==> config.mk <==
export PLATFORM = sky130hd
export DESIGN_NAME = mod_md_sched
export DESIGN_NICKNAME = d
export VERILOG_FILES = /design/src/rtl/mod_md_sched.sv
export SDC_FILE = /design/constraint.sdc
export NUM_CORES = 2
export LEC_CHECK = 0
export ABC_AREA = 1
export ABC_CLOCK_PERIOD_IN_PS = 11000
export BUFFER_PORTS_ARGS = -buffer_cell sky130_fd_sc_hd__buf_2
export CORE_MARGIN = 1.5
export CORE_UTILIZATION = 50
export DETAILED_ROUTE_END_ITERATION = 8
export GPL_TIMING_DRIVEN = 0
export PLACE_DENSITY = 0.77
export SKIP_CTS_REPAIR_TIMING = 1
export SYNTH_ARGS = -nofsm -noshare
export SYNTH_HDL_FRONTEND = slang
export SYNTH_SLANG_ARGS = --single-unit
export TNS_END_PERCENT = 1
==> constraint.sdc <==
create_clock -name clk -period 11 [get_ports clk]
set_input_delay 1.1 -clock clk [delete_from_list [all_inputs] [get_ports clk]]
set_output_delay 1.1 -clock clk [all_outputs]
set_load 0.005 [all_outputs]
==> src/rtl/mod_md_sched.sv <==
// Multiply/divide scheduler: runs mult/multu (and div/divu when MOD_MD_SCHED_DIV_EN
// is defined), holds the result for a fixed latency, then commits it to HI/LO.
module mod_md_sched #(
   parameter int MULT_LAT = 5,
   parameter int DIV_LAT  = 10
) (
   input  logic        clk,
   input  logic        reset,
   input  logic        start,
   input  logic [2:0]  md_op,
   input  logic [31:0] opnd_a,
   input  logic [31:0] opnd_b,
   input  logic        rd_req,
   output logic        busy,
   output logic        stall_req,
   output logic        done,
   output logic [31:0] hi,
   output logic [31:0] lo
);

   localparam logic [2:0] OP_MULT  = 3'b001;
   localparam logic [2:0] OP_MULTU = 3'b010;
   localparam logic [2:0] OP_DIV   = 3'b011;
   localparam logic [2:0] OP_DIVU  = 3'b100;
   localparam logic [2:0] OP_MTHI  = 3'b101;
   localparam logic [2:0] OP_MTLO  = 3'b110;

   typedef enum logic {IDLE, BUSY} state_t;

   state_t      state, state_next;
   logic [4:0]  cnt;
   logic [31:0] pend_hi, pend_lo;
   logic        is_mul, is_div, accept, mt_hi, mt_lo, last;
   logic [4:0]  lat;
   logic [63:0] ext_a, ext_b, prod;
   logic [31:0] res_hi, res_lo;

`ifdef MOD_MD_SCHED_DIV_EN
   logic        neg_a, neg_b;
   logic [31:0] mag_a, mag_b, uq, ur;
`endif

   // Decode, operation result and FSM next-state; the result is only captured on accept.
   always_comb begin
      is_mul = (md_op == OP_MULT) || (md_op == OP_MULTU);
`ifdef MOD_MD_SCHED_DIV_EN
      is_div = (md_op == OP_DIV) || (md_op == OP_DIVU);
`else
      is_div = 1'b0;
`endif
      accept = (state == IDLE) && start && (is_mul || is_div);
      mt_hi  = (state == IDLE) && start && (md_op == OP_MTHI);
      mt_lo  = (state == IDLE) && start && (md_op == OP_MTLO);
      last   = (state == BUSY) && (cnt == 5'd1);
      lat    = is_mul ? 5'(MULT_LAT) : 5'(DIV_LAT);

      ext_a  = (md_op == OP_MULT) ? {{32{opnd_a[31]}}, opnd_a} : {32'd0, opnd_a};
      ext_b  = (md_op == OP_MULT) ? {{32{opnd_b[31]}}, opnd_b} : {32'd0, opnd_b};
      prod   = ext_a * ext_b;
      res_hi = prod[63:32];
      res_lo = prod[31:0];

`ifdef MOD_MD_SCHED_DIV_EN
      // Signed division via magnitudes; 0x80000000 / -1 falls out as quotient 0x80000000, remainder 0.
      neg_a = (md_op == OP_DIV) && opnd_a[31];
      neg_b = (md_op == OP_DIV) && opnd_b[31];
      mag_a = neg_a ? (32'd0 - opnd_a) : opnd_a;
      mag_b = neg_b ? (32'd0 - opnd_b) : opnd_b;
      uq    = mag_a / ((mag_b == 32'd0) ? 32'd1 : mag_b);
      ur    = mag_a % ((mag_b == 32'd0) ? 32'd1 : mag_b);
      if (is_div) begin
         if (opnd_b == 32'd0) begin
            res_lo = 32'hFFFF_FFFF;
            res_hi = opnd_a;
         end else begin
            res_lo = (neg_a ^ neg_b) ? (32'd0 - uq) : uq;
            res_hi = neg_a ? (32'd0 - ur) : ur;
         end
      end
`endif

      state_next = state;
      case (state)
         IDLE:    if (accept) state_next = BUSY;
         BUSY:    if (last)   state_next = IDLE;
         default: state_next = IDLE;
      endcase
   end

   // State, latency counter, pending result and architectural HI/LO.
   always_ff @(posedge clk) begin
      if (!reset) begin
         state   <= IDLE;
         cnt     <= 5'd0;
         done    <= 1'b0;
         hi      <= 32'd0;
         lo      <= 32'd0;
         pend_hi <= 32'd0;
         pend_lo <= 32'd0;
      end else begin
         state <= state_next;
         done  <= last;
         if (accept) begin
            cnt     <= lat;
            pend_hi <= res_hi;
            pend_lo <= res_lo;
         end else if (state == BUSY) begin
            cnt <= cnt - 5'd1;
         end
         if (last) begin
            hi <= pend_hi;
            lo <= pend_lo;
         end
         if (mt_hi) hi <= opnd_a;
         if (mt_lo) lo <= opnd_a;
      end
   end

   assign busy      = (state == BUSY);
   assign stall_req = busy & (start | rd_req);

endmodule

# ---- Yosys cells after proc, flatten, opt, wreduce, memory -nomap -nowiden
# Cells that the tools add are included.
dict set report op_classes {
  add_sub_neg 1
  multipliers 1
  n_div 0
  order_cmp 0
  eq_ne 5
  shift 0
  n_mux 12
  bitwise 3
  n_reduce_logical 9
}
# cell n
set op_table {}
lappend op_table {{32-bit 2-to-1 mux} 4}
lappend op_table {{64-bit 2-to-1 mux} 2}
lappend op_table {{64-bit by 64-bit multiplier with 64-bit output} 1}
lappend op_table {{5-bit 2-to-1 mux} 2}
lappend op_table {{3-bit == test, second input constant} 2}
lappend op_table {{2-bit nonzero test} 3}
lappend op_table {{5-bit by 1-bit == test with 1-bit output, second input constant} 1}
lappend op_table {{1-bit logical AND} 5}
lappend op_table {{5-bit by 1-bit subtractor with 5-bit output, second input constant} 1}
lappend op_table {{4-bit 2-to-1 mux} 1}
lappend op_table {{3-bit by 1-bit == test with 1-bit output, second input constant} 1}
lappend op_table {{3-bit by 2-bit == test with 1-bit output, second input constant} 1}
lappend op_table {{1-bit 2-to-1 mux} 2}
lappend op_table {{1-bit case mux with 2 select lines} 1}
lappend op_table {{1-bit AND} 1}
lappend op_table {{1-bit logical OR} 1}
lappend op_table {{1-bit NOT} 1}
lappend op_table {{1-bit OR} 1}
dict set report totals {
  register_bits 135
  latchBits 0
  ram_bits 0
  rom_bits 0
  inputBits 71
  out_inout_bits 67
  word_cells 38
  mem_count 0
}

# ---- Longest topological paths before layout
dict set report depth {
  word_depth 5
  mapped_depth 42
  ltp_nobuf 41
}

# ---- Worst setup path after synthesis
# OpenSTA, ideal clock, no wires.
dict set report synth_timing {
  path_type {input to register}
  startpoint {input port md_op[1]}
  endpoint {register pend_hi[31]}
  setup_ps 117
  arrival_time_ps 9547
  required_ps 10883
  path_slack_ps 1336
  path_stages 35
  path_buffers 2
  path_cell_list {inv_1 -> nand3b_4 -> clkbuf_1 -> clkbuf_1 -> nor2_1 -> fa_1 -> inv_1 -> fa_1 -> inv_1 -> fa_1 -> inv_1 -> fa_1 -> inv_1 -> fa_1 -> inv_1 -> fa_1 -> inv_1 -> fa_1 -> inv_1 -> fa_1 -> inv_1 -> fa_1 -> inv_1 -> fa_1 -> inv_1 -> ha_1 -> nand2_1 -> nor3_1 -> nand3_1 -> nor4_1 -> a21oi_1 -> nand3_1 -> nand2_1 -> nor2_1 -> nor2_1}
}
dict set report synth_via {
  elab_chain_cells 3
  word_cells_on_any_way 7
  classes_between {mul: 1; eq/ne: 2; mux: 2; reduce/logical: 2}
}
# element line
set synth_lines {}
lappend synth_lines {{start: declaration} 10} ;# input logic [2:0] md_op,
lappend synth_lines {{3-bit by 1-bit == test with 1-bit output or 3-bit by 2-bit == test with 1-bit output (tied branches)} {45, 57, 58}}
lappend synth_lines {{64-bit 2-to-1 mux (tied with other cells)} 57} ;# ext_a = (md_op == OP_MULT) ? {{32{opnd_a[31]}}, opnd_a} : {32'd0, opnd_a};
lappend synth_lines {{64-bit by 64-bit multiplier with 64-bit output or 1-bit logical AND (tied branches)} {59, 51}}
lappend synth_lines {{end signal: assignment} 105} ;# pend_hi <= res_hi;
lappend synth_lines {{end: declaration} 32} ;# logic [31:0] pend_hi, pend_lo;
# Parallel ways exist; a longest one is shown, timed or not.
# A chain may end at the register's enable or synchronous reset.

# ---- Worst setup path in the final report
dict set report layout_timing {
  startpoint {input port opnd_a[14]}
  endpoint {register pend_hi[15]}
}
dict set report layout_via {
  elab_chain_cells 2
}
# element line
set layout_lines {}
lappend layout_lines {{start: declaration} 11} ;# input logic [31:0] opnd_a,
lappend layout_lines {{64-bit 2-to-1 mux} 57}
lappend layout_lines {{64-bit by 64-bit multiplier with 64-bit output} 59} ;# prod = ext_a * ext_b;
# Every way passes these cells.

==> flow_summary.json <==
{
  "numCtsBuffers": 17,
  "place_area_sq_mm": 0.05693,
  "violations": "max-capacitance violations, max-slew violations, negative setup slack",
  "port_buffers": 91,
  "critPathMaxFanout": 10,
  "synthFlopType": "dfxtp_1",
  "avgSynthCellArea_sq_um": 8.138,
  "nFillCells": 10160,
  "period_share_pct": 100.1,
  "grt_usage_pct": 38.12,
  "min_from": "pend_lo[0]$_SDFFE_PN0P_",
  "postRouteAntennaNets": 0,
  "synth_area_leaders": "fa_1 52%, inv_1 15%, nand2_1 10%",
  "r2r_cells": 7,
  "coreArea_sq_mm": 0.1087,
  "setup_violations": 1,
  "final_util_pct": 53.01,
  "period_needed_ps": 11010,
  "max_freq_ghz": 0.09085,
  "worst_slack_ps": -7.527,
  "grt_overflow": 0,
  "synthCells": 6720,
  "yosysWarnings": 0,
  "worst_slew_pin_slew_ps": 1573,
  "grt_pass1_vias": 47620,
  "synthArstFlopShare_pct": 0,
  "yosysTopAreaCell": "fa_1",
  "fp.dieW_um": 333.7,
  "synth_top_area_share_pct": 51.98,
  "worstSetupEndpointType": "register",
  "syn2layout_area_growth_pct": 5.372,
  "max_slew_margin_pct": -4.838,
  "layout_commonest_cell": "inv_1",
  "postLayoutCellArea_sq_mm": 0.05763,
  "wl_per_cell_um": 25.04,
  "die_y_um": 333.7,
  "cpPeakStageDelay_ps": 1070,
  "drc": 0,
  "path_class": "primary input to register",
  "h-tree-depth": 4,
  "holdPathEnd": "pend_lo[0]$_SDFFE_PN0P_",
  "status": "finished, violations left",
  "worst-path-buf-inv": 10,
  "nNetsFinal": 8636,
  "synth-seq-cells": 135,
  "wl_mm": 207.2,
  "synth_seq_area_share_pct": 4.942,
  "grt_pass1_wl_mm": 304.4,
  "dieArea_sq_mm": 0.1114,
  "r2r_setup_slack_ps": 8380,
  "critPathLaunchType": "primary input",
  "synth-edff-count": 0,
  "r2r-start": "busy$_SDFF_PN0_",
  "clock_sinks": 135,
  "drive_gt1_share_pct": 2.862,
  "cts_tree": "built",
  "rows": 121,
  "drv_cap": 2,
  "clock_tree.buffer_depth": 2,
  "rsz0062_at_grt": "true",
  "grt_max_degree": 28,
  "critical_path.top_delay_family": "adder cells",
  "antenna_found_initial": 16,
  "fin_skew_ps": 11.22,
  "start_util_pct": 50.31,
  "worst-endpoint-arrival_ps": 11390,
  "clk_pin_slew_ps": 70,
  "vias": 45080,
  "drt_iter0_drc": 4558,
  "final_max_slew_viol_count": 16,
  "clock-root-buffer": "clkbuf_16",
  "cp.required_ps": 11380,
  "via_per_inst": 5.449,
  "syn_area_sq_mm": 0.05469,
  "post-dp-hpwl_mm": 177.4,
  "synth_cell_types": 45,
  "r2r-end": "hi[28]$_SDFFE_PN0P_",
  "finalHoldViolCount": 0,
  "dr.pass1.iters": 8,
  "cp_slowest_cell": "clkbuf_1",
  "pin_count": 138,
  "hold_class": "register to register",
  "place.gp.congestion": 1.072,
  "whs_path_depth": 2,
  "postSynthNetCount": 8521,
  "layout_common_cells": "2,161 x inv_1, 1,497 x nand2_1, 1,417 x fa_1",
  "insertion_delay_ps": 440,
  "cp_common_cell": "fa_1"
}
state kept, by name, indices dropped and copies added (netlist names):
| name | count |
|---|---|
| busy | 1 |
| cnt | 5 |
| done | 1 |
| hi | 32 |
| lo | 32 |
| pend_hi | 32 |
| pend_lo | 32 |
worst max path at each step:
stage,to,slack [ps],start,cells past startpoint
after global routing,pend_hi[30]$_SDFFE_PN0P_,-80,opnd_b[31],34
after floorplan,pend_hi[31]$_SDFFE_PN0P_,1340,md_op[1],35
after CTS,pend_hi[25]$_SDFFE_PN0P_,-1170,md_op[1],30
after global placement,pend_hi[25]$_SDFFE_PN0P_,-1470,md_op[2],29
after detailed placement,pend_hi[25]$_SDFFE_PN0P_,-1620,md_op[1],30
final,pend_hi[15]$_SDFFE_PN0P_,-8,opnd_a[14],32
metrics by stage:
stage                     std cells  TNS, ps  hold WS, ps  setup slack [ps]
after floorplan                6720        0        445.0              1336
after global placement         8225   -17950        456.8             -1472
after detailed placement       8226   -20740        462.1             -1621
after CTS                      8258   -10890        470.9             -1168
after global routing           8263   -189.5        502.5            -81.10
final                          8273   -7.527        474.3            -7.527
logic make-up (layout without fill, tap and decap cells):
family / Yosys count / count (layout) / synth area share [%]
AO/OA/AOI/OAI: 489 / 489 / 5.040
XOR/XNOR: 53 / 53 / 0.8488
adder cells (fa/ha/maj): 1730 / 1730 / 59.07
buffers and inverters: 2465 / 2593 / 16.95
flip-flops: 135 / 135 / 4.942
other: 0 / 11 / 0
AND/OR/NAND/NOR: 1848 / 1848 / 13.15
metal layers:
| metal | global-route usage [%] | vias up | part of all wire, % |
|---|---|---|---|
| li1 | - | 19080 | - |
| met1 | 45.03 | 22370 | 35 |
| met2 | 58.11 | 2845 | 43 |
| met3 | 14.79 | 766 | 14 |
| met4 | 24.73 | 22 | 8.1 |
| met5 | 0 | - | 0.065 |
area by class of cell:
class / count / area [sq um] / area share, %
Tap cell: 1414 / 1769 / 3.070
Inverter: 2164 / 8123 / 14.10
Clock buffer: 18 / 439.2 / 0.7621
Clock inverter: 14 / 132.6 / 0.2301
Buffer: 301 / 1172 / 2.034
Antenna cell: 11 / 27.53 / 0.04777
Timing Repair Buffer: 96 / 521.8 / 0.9054
Multi-Input combinational cell: 4120 / 42740 / 74.17
Sequential cell: 135 / 2703 / 4.690
synth_stat cells (3+ instances only):
library cell  instances
nor2_2                4
nor3_1               10
nand3b_1              7
a21oi_1             109
xnor2_1              19
a21boi_0              6
a31o_2                3
o21ai_0             229
dfxtp_1             135
xor2_1               34
ha_1                310
o221ai_1              4
o211ai_1              8
and3_1                3
nand3_1              81
a211oi_1              4
nor4_1                7
nor2_1              217
fa_1               1420
o21a_1                3
o21ai_2               5
clkbuf_1            283
nand2_1            1497
o21ai_1              10
a31oi_1              72
buf_1                 5
nand4_1              10
o21bai_2              3
o21bai_1             18
a21o_1                8
buf_2                13
inv_1              2161
or2_2                 7
worst register-to-register path, cell delays in order (launching register included):
cell	delay, ps
dfxtp_1	310
buf_2	170
inv_1	170
nand3_1	250
o21ai_1	740
clkbuf_1	510
o21ai_0	200
a31oi_1	200
Power is not shown: default switching activity piles up to over one toggle a cycle in this logic, so the estimate is an artifact.
